--- src/rtl/count_sched.sv ---
// Two-requester round-robin scheduler sharing one W-bit run counter.
// Every output is a flop updated from the next-state logic below.
module count_sched #(
   parameter int W = 3
) (
   input  logic         clk,
   input  logic         res,
   input  logic [1:0]   req,
   input  logic [W-1:0] len0,
   input  logic [W-1:0] len1,
   output logic [1:0]   gnt,
   output logic [1:0]   done,
   output logic         busy,
   output logic [W-1:0] cnt_out
);

   typedef enum logic [1:0] {
      IDLE = 2'd0,
      RUN  = 2'd1,
      DONE = 2'd2
   } state_e;

   localparam logic [W-1:0] CNT_ONE  = {{(W-1){1'b0}}, 1'b1};
   localparam logic [W-1:0] CNT_ZERO = {W{1'b0}};

   state_e       state_q, state_d;
   logic [1:0]   gnt_q, gnt_d;
   logic [1:0]   done_q, done_d;
   logic         busy_q, busy_d;
   logic [W-1:0] cnt_q, cnt_d;
   logic [W-1:0] target_q, target_d;
   logic         last_q, last_d;
   logic         win_s;
   logic         owner_req_s;
   logic [W-1:0] final_cnt_s;

   // Round-robin winner: a tie goes to whoever was not served last
   always_comb begin
      win_s = 1'b0;
      if (req == 2'b11) begin
         win_s = ~last_q;
      end else if (req[1]) begin
         win_s = 1'b1;
      end else begin
         win_s = 1'b0;
      end
   end

   assign owner_req_s = gnt_q[1] ? req[1] : req[0];
   // A latched target of 0 wraps to all-ones, giving a full 2^W-cycle run
   assign final_cnt_s = target_q - CNT_ONE;

   // Next-state and next-output computation
   always_comb begin
      state_d  = state_q;
      gnt_d    = gnt_q;
      done_d   = 2'b00;
      cnt_d    = cnt_q;
      target_d = target_q;
      last_d   = last_q;
      case (state_q)
         IDLE: begin
            if (req != 2'b00) begin
               state_d  = RUN;
               gnt_d    = win_s ? 2'b10 : 2'b01;
               cnt_d    = CNT_ZERO;
               target_d = win_s ? len1 : len0;
               last_d   = win_s;
            end else begin
               gnt_d = 2'b00;
            end
         end
         RUN: begin
            if (!owner_req_s) begin
               state_d = IDLE;
               gnt_d   = 2'b00;
               cnt_d   = CNT_ZERO;
            end else if (cnt_q == final_cnt_s) begin
               state_d = DONE;
               gnt_d   = 2'b00;
               done_d  = gnt_q;
            end else begin
               cnt_d = cnt_q + CNT_ONE;
            end
         end
         DONE: begin
            state_d = IDLE;
            gnt_d   = 2'b00;
         end
         default: begin
            state_d = IDLE;
            gnt_d   = 2'b00;
            cnt_d   = CNT_ZERO;
         end
      endcase
      busy_d = (state_d != IDLE);
   end

   // State and output registers; reset leaves requester 0 first in line
   always_ff @(posedge clk) begin
      if (res) begin
         state_q  <= IDLE;
         gnt_q    <= 2'b00;
         done_q   <= 2'b00;
         busy_q   <= 1'b0;
         cnt_q    <= CNT_ZERO;
         target_q <= CNT_ZERO;
         last_q   <= 1'b1;
      end else begin
         state_q  <= state_d;
         gnt_q    <= gnt_d;
         done_q   <= done_d;
         busy_q   <= busy_d;
         cnt_q    <= cnt_d;
         target_q <= target_d;
         last_q   <= last_d;
      end
   end

   assign gnt     = gnt_q;
   assign done    = done_q;
   assign busy    = busy_q;
   assign cnt_out = cnt_q;

endmodule

--- config.mk ---
export PLATFORM = sky130hd
export DESIGN_NAME = count_sched
export DESIGN_NICKNAME = d
export VERILOG_FILES = /design/src/rtl/count_sched.sv
export SDC_FILE = /design/constraint.sdc
export NUM_CORES = 1
export LEC_CHECK = 0
export BUFFER_PORTS_ARGS = -buffer_cell sky130_fd_sc_hd__buf_2
export CAP_MARGIN = 20
export CORE_MARGIN = 2
export CORE_UTILIZATION = 44
export CTS_CLUSTER_DIAMETER = 30
export DETAILED_ROUTE_END_ITERATION = 7
export PLACE_DENSITY = 0.72
export RECOVER_POWER = 25
export SYNTH_ARGS = -nofsm -noshare
export SYNTH_HDL_FRONTEND = slang
export SYNTH_SLANG_ARGS = --single-unit
--- constraint.sdc ---
create_clock -name clk -period 1.6 [get_ports clk]
set_input_delay 0.32 -clock clk [delete_from_list [all_inputs] [get_ports clk]]
set_output_delay 0.32 -clock clk [all_outputs]
set_load 0.01 [all_outputs]
## Word-level counts from Yosys, hierarchy flattened

Index checks and enable logic that the tools add are counted.

- $add $sub $neg: 2
- Equal/unequal tests: 7
- Mux-type cells: 17
- Bitwise logic cells: 5
- Reductions and logical operators: 6

Operators by type and width:

| kind | number |
|---|---|
| 2-bit 2-to-1 mux | 7 |
| 3-bit 2-to-1 mux | 4 |
| 3-bit case mux with 3 select lines | 1 |
| 2-bit case mux with 2 select lines | 2 |
| 3-bit != test (second input constant) | 2 |
| 1-bit inverter | 5 |
| 2-bit == test (second input constant) | 2 |
| 2-bit nonzero test | 2 |
| 4-bit OR reduction | 1 |
| 3-bit by 1-bit adder with 3-bit output (second input constant) | 1 |
| 3-bit == test | 1 |
| 1-bit 2-to-1 mux | 3 |
| 3-bit AND reduction | 1 |
| 3-bit by 1-bit subtractor with 3-bit output (second input constant) | 1 |
| 2-bit by 1-bit == test with 1-bit output (second input constant) | 1 |
| 2-bit logical NOT | 1 |
| 2-bit != test (second input constant) | 1 |
| 2-bit AND reduction | 1 |

- Flip-flop bits (word level): 14
- Output and inout bits: 8

## Longest topological paths before layout

Gate-level depths: netlist (run 1).

- Depth after elaboration: 6
- Gate-level depth with buffers: 6

## Worst setup path after synthesis (run 1)

No wires, ideal clock.

- Kind: register -> register
- Start: reg target_q[0]
- End: reg cnt_q[2], in the netlist cnt_out[2]
- Data arrival time: 1.562 ns
- Data required time: 1.526 ns
- Slack: -0.036 ns
- Cell stages (with the launch flop): 7
- Buffers on the path: 0
- Period minus slack after synthesis: 1.636 ns
- Path through: dfxtp_1 inv_1 ha_1 xor2_2 nand3_4 a2111o_1 a31oi_1

- Word-level cells in the longest chain between the ends: 4

RTL lines:

| item | RTL line | text |
|---|---|---|
| start, declared | 31 | `logic [W-1:0] target_q, target_d;` |
| start signal, assigned | 115 | `target_q <= target_d;` |
| 3-bit by 1-bit subtractor with 3-bit output | 51 | `assign final_cnt_s = target_q - CNT_ONE;` |
| 3-bit == test | 78 | `end else if (cnt_q == final_cnt_s) begin` |
| 3-bit != test (no line) | - |  |
| 3-bit AND reduction (no line) | - |  |
| end signal, assigned | 114 | `cnt_q <= cnt_d;` |
| end, declared | 30 | `logic [W-1:0] cnt_q, cnt_d;` |

Every way passes these cells.
A chain may end at the register's enable or synchronous reset.

## Worst setup path after layout (run 1)

- Start: reg target_q[1]
- End: reg cnt_q[2], in the netlist cnt_out[2]

The elaborated chain is that of the path after synthesis.

==> results of run 1 <==
==> worst min-delay path by stage <==
| stage | from | end | slack [ns] |
|---|---|---|---|
| 2_1_floorplan | res | cnt_out[0]$_SDFFE_PP0P_ | 0.39 |
| 3_3_place_gp | gnt[0]$_SDFFE_PP0P_ | done[0]$_SDFF_PP0_ | 0.49 |
| 3_5_place_dp | gnt[0]$_SDFFE_PP0P_ | done[0]$_SDFF_PP0_ | 0.49 |
| 4_1_cts | res | busy$_SDFF_PP0_ | 0.36 |
| 5_1_grt | len0[2] | target_q[2]$_SDFFE_PP0P_ | 0.38 |
| 6_report | req[1] | last_q$_SDFFE_PP1P_ | 0.36 |
==> synthesized netlist by cell type, drive strengths merged (2+ instances only) <==
library cell / instances
nor3b: 2
nor2: 10
ha: 2
xor2: 2
dfxtp: 14
mux2i: 4
a211oi: 3
nand3: 2
nand2b: 3
inv: 4
a21oi: 4
o21bai: 2
==> tightest hold or removal path, delay by kind of cell <==
family          cells  cell delay [ns]
compound gates      2             0.18
buf+inv             1             0.12
==> power by group through the flow <==
stage,clock network (mW),registers [mW],logic [mW]
floorplan,0,0.401,0.113
CTS,0.266,0.391,0.195
global route,0.292,0.396,0.216
global placement,0,0.397,0.174
finish,0.265,0.392,0.197
detailed placement,0,0.398,0.177
==> routing by layer <==
metal,track usage,share of wire,vias up
li1,-,-,304
met1,0.261,0.44,267
met2,0.313,0.47,25
met4,0.0909,0.026,0
met5,0,0,-
met3,0.0500,0.057,6
==> cells in the final DEF, fill, tap and decap left out, drive strengths merged, types with 2 or more instances in the layout <==
| master | count |
|---|---|
| nor2 | 10 |
| nor3b | 2 |
| o21bai | 2 |
| a211oi | 3 |
| nand3 | 2 |
| mux2i | 4 |
| inv | 4 |
| buf | 18 |
| nand2b | 3 |
| xor2 | 2 |
| a21oi | 4 |
| ha | 2 |
| clkbuf | 8 |
| dfxtp | 14 |
==> registers in the layout (all words and copies together), names as in the netlist <==
name / count
busy: 1
cnt_out: 3
done: 2
gnt: 2
last_q: 1
state_q: 2
target_q: 3
==> cell families after synthesis <==
| kind of cell | after synthesis | synth area share |
|---|---|---|
| DFF | 14 | 0.410 |
| xor gates and xnor gates | 3 | 0.0823 |
| muxes | 4 | 0.0585 |
| buffers and inverters | 5 | 0.0274 |
| and+or+nand+nor | 24 | 0.207 |
| AOI/OAI and AO/OA | 17 | 0.179 |
| adders and majority gates | 2 | 0.0366 |
==> final cells by class <==
class                           count  area, sq um  share of cell area
Timing Repair Buffer               22          115               0.131
Inverter                            4         15.0              0.0170
Tap cell                           16         20.0              0.0227
Sequential cell                    14          283               0.321
Multi-Input combinational cell     50          412               0.467
Clock buffer                        4         36.3              0.0412
==> what timing repair did <==
| action | 4_1_cts | 5_1_grt |
|---|---|---|
| pin swaps | 2 | 0 |
| endpoints found under the setup margin | 1 | 4 |
| buffers inserted | 0 | 0 |
| gates resized for setup | 3 | 3 |
==> impl_metrics.yaml, run 1 <==
place:
  io_buffers: 17
  dpl.hpwl_mm: 1.09
  placedCellCount: 106
  placed_cell_area_sq_um: 825
  gp_congestion: 0.800
  post-place-ws_ns: -0.0576
synth:
  synth_edf_count: 0
  ys.flop_type: "dfxtp_1"
  synth_area_leaders: "dfxtp_1 (41%), mux2i_1 (5.9%), nor2_1 (5.5%)"
  synth_seq_area_share: 0.410
  postSynth.asyncResetShare: 0
  synth_cell_types: 31
  synth_area_per_cell_sq_um: 9.92
  syn_inst: 69
  ys_warn_count: 0
  syn-cell-area_sq_um: 684
  synth_seq_cells: 14
  yosys.area.top_type_share: 0.410
  syn_nets: 81
  synth_top_cell_by_area: "dfxtp_1"
detailed_routing:
  drt_first_pass_iters: 4
  drt_iter0_drc: 9
  drc_errors: 0
  totalWireLength_mm: 1.54
  ant_nets: 0
  vias_per_cell: 5.47
  via_count: 602
  wire_per_inst_um: 14.0
timing:
  relSlewSlack: 0.765
  finalClockSkew_ns: 0.00687
  hold_viol_final: 0
  finalCritPeriodShare: 0.985
  period_needed_ns: 1.58
  clock.fmax_mhz: 634
  fin_ws_ns: 0.0238
  finalMaxSlewViolations: 0
  whs_ns: 0.357
  setup_tns_ns: 0
  setup_viol: 0
  rsz0062_at_grt: "true"
  tightest_slew_ns: 0.342
floorplan:
  die_area_sq_um: 1890
  std_cell_rows: 14
  die_y_um: 43.4
  start_util: 0.460
  fp.dieW_um: 43.4
  pin_count: 18
  coreArea_sq_um: 1490
power:
  p_total_uw: 855
  peakVddDrop_mv: 0.573
  seqPwrFrac: 0.459
  switching_power_uw: 246
  p_leak_nw: 0.357
  switching_share: 0.288
  power.share.combinational: 0.231
  internal-power_uw: 609
  powerDensity_nw_per_um2: 971
  pwr-share-clk: 0.310
setup_path:
  end_kind: "flip-flop"
  crit_chain: "inv_2 -> ha_4 -> xor2_4 -> nand3_4 -> a2111o_1 -> a31oi_1"
  crit_family: "compound AO/OA/AOI/OAI gates"
  cp.required_ns: 1.81
  crit_type: "reg -> reg"
  cp.depth: 6
  critical_path_buf_inv_count: 1
  crit_path_start_kind: "flip-flop"
  r2r_slack_ns: 0.02
  cp_max_fo: 4
  slowest_delay_ns: 0.37
  cp.arrival_ns: 1.79
  worst_r2r_path_depth: 6
  crit_start: "target_q[1]$_SDFFE_PP0P_"
  worstSetupEndpoint: "cnt_out[2]$_SDFFE_PP0P_"
  slowest_stage: "a2111o_1"
  r2r-start: "target_q[1]$_SDFFE_PP0P_"
  reg2reg_to: "cnt_out[2]$_SDFFE_PP0P_"
clocking:
  clock_path_buffers: 2
  numClockSinks: 14
  cts_root_buffer: "clkbuf_4"
  cts_tree: "built"
  cts_buffers: 3
  clock_latency_ns: 0.29
  clk_pin_slew_ns: 0.09
  hold_buffers: 0
  htree_levels: 1
cells_and_area:
  finalInstanceArea_sq_um: 881
  postLayoutCoreUtil: 0.592
  area_growth_pct: 28.7
  fillerInstances: 136
  num_antenna_cells: 0
  drive_gt1_frac: 0.362
  final_cells: 110
  layout.nets: 107
status:
  run_status: "completed"
grt:
  grt_pass1_wl_mm: 2.72
  gr-total-overflow: 0
  antenna_found_initial: 0
  grt_max_degree: 16
  grt_usage: 0.200
  grt_pass1_vias: 566
job:
  drv_cap: 0
min_path:
  hold_depth: 3
  hold_class: "in -> reg"
No activity file was read; power rests on OpenSTA's default activity.
==> inputs of run 2 (changes only) <==
==> constraint.sdc (replaced) <==
create_clock -name clk -period 1.3 [get_ports clk]
set_input_delay 0.26 -clock clk [delete_from_list [all_inputs] [get_ports clk]]
set_output_delay 0.26 -clock clk [all_outputs]
set_load 0.01 [all_outputs]
==> impl_metrics.yaml, run 2 (same netlist as run 1, synthesis figures left out) <==
setup_path:
  crit_start: "target_q[0]$_SDFFE_PP0P_"
  end_kind: "flip-flop"
  cp.arrival_ns: 1.75
  r2r-start: "target_q[0]$_SDFFE_PP0P_"
  cp.required_ns: 1.52
  cp_max_fo: 4
  crit_path_start_kind: "flip-flop"
  crit_type: "reg -> reg"
timing:
  finalMaxSlewViolations: 0
  tightest_slew_ns: 0.317
  setup_tns_ns: -1.13
  relSlewSlack: 0.788
  rsz0062_at_grt: "true"
  finalCritPeriodShare: 1.18
  fin_ws_ns: -0.236
  clock.fmax_mhz: 651
  finalClockSkew_ns: 0.00213
  setup_viol: 9
  period_needed_ns: 1.54
  hold_viol_final: 0
detailed_routing:
  via_count: 637
  vias_per_cell: 5.14
  drt_first_pass_iters: 4
  totalWireLength_mm: 1.53
  wire_per_inst_um: 12.3
  drc_errors: 0
  ant_nets: 0
  drt_iter0_drc: 7
min_path:
  hold_class: "in -> reg"
  hp-start: "len0[2]"
clocking:
  clock_latency_ns: 0.29
  hold_buffers: 0
  numClockSinks: 14
  htree_levels: 1
  cts_buffers: 3
  cts_tree: "built"
  clk_pin_slew_ns: 0.09
  cts_root_buffer: "clkbuf_4"
  clock_path_buffers: 2
job:
  drv_cap: 0
cells_and_area:
  final_cell_mix: "buf_4 (18), buf_2 (14), dfxtp_1 (11)"
  postLayoutCoreUtil: 0.683
  drive_gt1_frac: 0.491
  final_cells: 124
  num_antenna_cells: 0
  layout.nets: 121
  final_common_cell: "buf_4"
  area_growth_pct: 48.6
power:
  power.share.combinational: 0.268
  powerDensity_nw_per_um2: 1080
  peakVddDrop_mv: 0.704
  switching_power_uw: 309
  internal-power_uw: 790
  switching_share: 0.281
  p_total_mw: 1.10
  seqPwrFrac: 0.436
  p_leak_nw: 0.437
  pwr-share-clk: 0.296
floorplan:
  die_area_sq_um: 1890
  die_y_um: 43.4
  pin_count: 18
  start_util: 0.460
  std_cell_rows: 14
  fp.dieW_um: 43.4
  coreArea_sq_um: 1490
place:
  dpl.hpwl_mm: 1.15
  placedCellCount: 116
  io_buffers: 17
  gp_congestion: 0.797
grt:
  grt_usage: 0.189
  grt_pass1_vias: 645
  gr-total-overflow: 0
  grt_pass1_wl_mm: 2.55
  antenna_found_initial: 0
  grt_max_degree: 16
status:
  run_status: "finished, violations left"
  violations: "setup timing"
run 2: cell count changes in the layout (fill, tap and decap cells not counted), sizes merged:
| cell | delta |
|---|---|
| buf | +15 |
| clkbuf | -1 |
run 2: path summary, 6_finish.rpt:
check | cells after the start | to | slack (ns)
max | 6 | cnt_out[2]$_SDFFE_PP0P_ | -0.24
min | 3 | target_q[2]$_SDFFE_PP0P_ | 0.30
max reg2reg | 6 | cnt_out[2]$_SDFFE_PP0P_ | -0.24
min reg2reg | 2 | last_q$_SDFFE_PP1P_ | 0.52
run 2: routing by layer:
| metal | vias up | wire length, um | track usage |
|---|---|---|---|
| li1 | 329 | - | - |
| met1 | 288 | 698 | 0.209 |
| met2 | 15 | 729 | 0.307 |
| met3 | 5 | 49 | 0.0375 |
| met4 | 0 | 51 | 0.164 |
| met5 | - | 0 | 0 |
run 2: metrics by stage:
stage          instance area [sq um]  worst slack (ns)  hold WS [ns]
6_report                        1020            -0.236         0.297
5_1_grt                         1020            -0.331         0.306
4_1_cts                          992            -0.228         0.295
3_5_place_dp                     912            -0.252         0.495
3_3_place_gp                     912            -0.205         0.491
2_1_floorplan                    698            -0.214         0.332
run 2: cell type report:
cell class	count	area, sq um
inverter	4	15.0
timing repair buffer	36	228
sequential	14	284
clock buffer	4	36.3
tap	16	20.0
multi-input combinational	50	434
fill	122	472
run 2: timing repair:
item,in CTS,in global routing
buffers inserted,2,2
pin swaps,5,1
endpoints found under the setup margin,9,10
resized for setup,7,3
run 2: power groups by stage:
stage / logic (mW) / registers, mW / clock network [mW]
after global routing: 0.322 / 0.484 / 0.352
final: 0.295 / 0.480 / 0.325
after detailed placement: 0.254 / 0.488 / 0
after floorplan: 0.147 / 0.494 / 0
after global placement: 0.250 / 0.487 / 0
after CTS: 0.283 / 0.479 / 0.331
run 2: worst max-delay path: stages, from the launching register on:
cell and delay [ns]:
dfxtp_2 0.34, inv_2 0.04, ha_4 0.28, xor2_4 0.17
nand3_4 0.09, a2111o_1 0.37, a31oi_1 0.18
==> inputs of run 3 (changes only) <==
--- a/config.mk
+++ b/config.mk
@@ -6,13 +6,11 @@
 export NUM_CORES = 1
 export LEC_CHECK = 0
 export BUFFER_PORTS_ARGS = -buffer_cell sky130_fd_sc_hd__buf_2
-export CAP_MARGIN = 20
 export CORE_MARGIN = 2
 export CORE_UTILIZATION = 44
 export CTS_CLUSTER_DIAMETER = 30
 export DETAILED_ROUTE_END_ITERATION = 7
 export PLACE_DENSITY = 0.72
-export RECOVER_POWER = 25
 export SYNTH_ARGS = -nofsm -noshare
 export SYNTH_HDL_FRONTEND = slang
 export SYNTH_SLANG_ARGS = --single-unit
==> impl_metrics.yaml, run 3 (same netlist as run 1, synthesis figures left out) <==
place:
  dpl.hpwl_mm: 1.15
  io_buffers: 17
  gp_congestion: 0.797
  placed_cell_area_sq_um: 912
timing:
  clock.fmax_mhz: 651
  fin_ws_ns: -0.236
  tightest_slew_ns: 0.317
  rsz0062_at_grt: "true"
  finalCritPeriodShare: 1.18
  finalClockSkew_ns: 0.00213
  hold_viol_final: 0
  whs_ns: 0.297
  relSlewSlack: 0.788
  setup_viol: 9
  period_needed_ns: 1.54
  finalMaxSlewViolations: 0
detailed_routing:
  drc_errors: 0
  vias_per_cell: 5.12
  via_count: 635
  totalWireLength_mm: 1.53
  drt_first_pass_iters: 4
  drt_iter0_drc: 7
  wire_per_inst_um: 12.3
  ant_nets: 0
cells_and_area:
  postLayoutCoreUtil: 0.686
  final_cell_mix: "buf_4 (18), buf_2 (17), dfxtp_1 (11)"
  layout.nets: 121
  fillerInstances: 119
  finalInstanceArea_sq_um: 1020
  final_common_cell: "buf_4"
  area_growth_pct: 49.2
  num_antenna_cells: 0
  drive_gt1_frac: 0.519
grt:
  grt_use_met2: 0.307
  grt_pass1_vias: 645
  grt_pass1_wl_mm: 2.55
  grt_use_met1: 0.209
  gr-total-overflow: 0
  use_met3: 0.0375
  grt_max_degree: 16
  antenna_found_initial: 0
  top_usage_layer: "met2"
  grt_usage: 0.189
floorplan:
  start_util: 0.460
  coreArea_sq_um: 1490
  die_y_um: 43.4
  die_area_sq_um: 1890
  pin_count: 18
  std_cell_rows: 14
  fp.dieW_um: 43.4
clocking:
  clock_path_buffers: 2
  clock_latency_ns: 0.29
  cts_tree: "built"
  numClockSinks: 14
  cts_buffers: 3
  hold_buffers: 0
  htree_levels: 1
  cts_root_buffer: "clkbuf_4"
  clk_pin_slew_ns: 0.09
setup_path:
  slowest_stage: "a2111o_1"
  cp.required_ns: 1.52
  crit_chain: "inv_2 -> ha_4 -> xor2_4 -> nand3_4 -> a2111o_1 -> a31oi_1"
  crit_type: "reg -> reg"
  slowest_delay_ns: 0.37
  end_kind: "flip-flop"
  crit_path_start_kind: "flip-flop"
  cp.arrival_ns: 1.75
  cp_max_fo: 4
power:
  peakVddDrop_mv: 0.704
  powerDensity_nw_per_um2: 1080
  p_leak_nw: 0.450
  p_total_mw: 1.10
job:
  drv_cap: 0
min_path:
  hold_class: "in -> reg"
status:
  run_status: "finished, violations left"
  violations: "setup timing"
run 3: cell types whose count changed in the layout (fill, tap and decap cells not counted):
cell | before | now
buf_2 | 14 | 17
clkbuf_1 | 3 | 0
run 3: repair_timing:
item / 4_1_cts / 5_1_grt
endpoints found under the setup margin: 9 / 10
gates resized for setup: 7 / 3
setup buffers: 2 / 2
pin swaps: 5 / 1
run 3: through the flow:
step	cells	setup TNS [ns]	worst slack, ns
global placement	116	-0.785	-0.205
CTS	122	-0.801	-0.228
finish	124	-1.13	-0.236
floorplan	69	-0.551	-0.214
global route	124	-1.69	-0.331
detailed placement	116	-1.22	-0.252
run 3: layout make-up:
type,count,area [sq um],area share
multi-input combinational,50,434,0.425
sequential,14,284,0.278
timing repair buffer,36,231,0.227
clock buffer,4,36.3,0.0355
tap,16,20.0,0.0196
inverter,4,15.0,0.0147
run 3: worst paths after layout:
check | slack, ns | startpoint | cells after the start | end
setup / recovery | -0.24 | target_q[0]$_SDFFE_PP0P_ | 6 | cnt_out[2]$_SDFFE_PP0P_
hold / removal | 0.30 | len0[2] | 3 | target_q[2]$_SDFFE_PP0P_
setup reg to reg | -0.24 | target_q[0]$_SDFFE_PP0P_ | 6 | cnt_out[2]$_SDFFE_PP0P_
hold reg to reg | 0.52 | last_q$_SDFFE_PP1P_ | 2 | last_q$_SDFFE_PP1P_
run 3: where the power goes:
part | switching [mW] | internal [mW]
Sequential | 0.0206 | 0.459
Clock | 0.154 | 0.171
Combinational | 0.134 | 0.161
run 3: critical path: cells and delay by family (launching register included):
family / cells / cell delay, ns
fa+ha+maj: 1 / 0.28
compound gates: 2 / 0.55
buf+inv: 1 / 0.04
simple gates: 1 / 0.09
xor+xnor: 1 / 0.17
flops: 1 / 0.34
run 3: per-layer routing:
metal,share of wire,vias to the layer above,routed length [um]
met1,0.46,287,694
met4,0.033,0,51
met5,0,-,0
met2,0.48,15,732
li1,-,328,-
met3,0.031,5,47
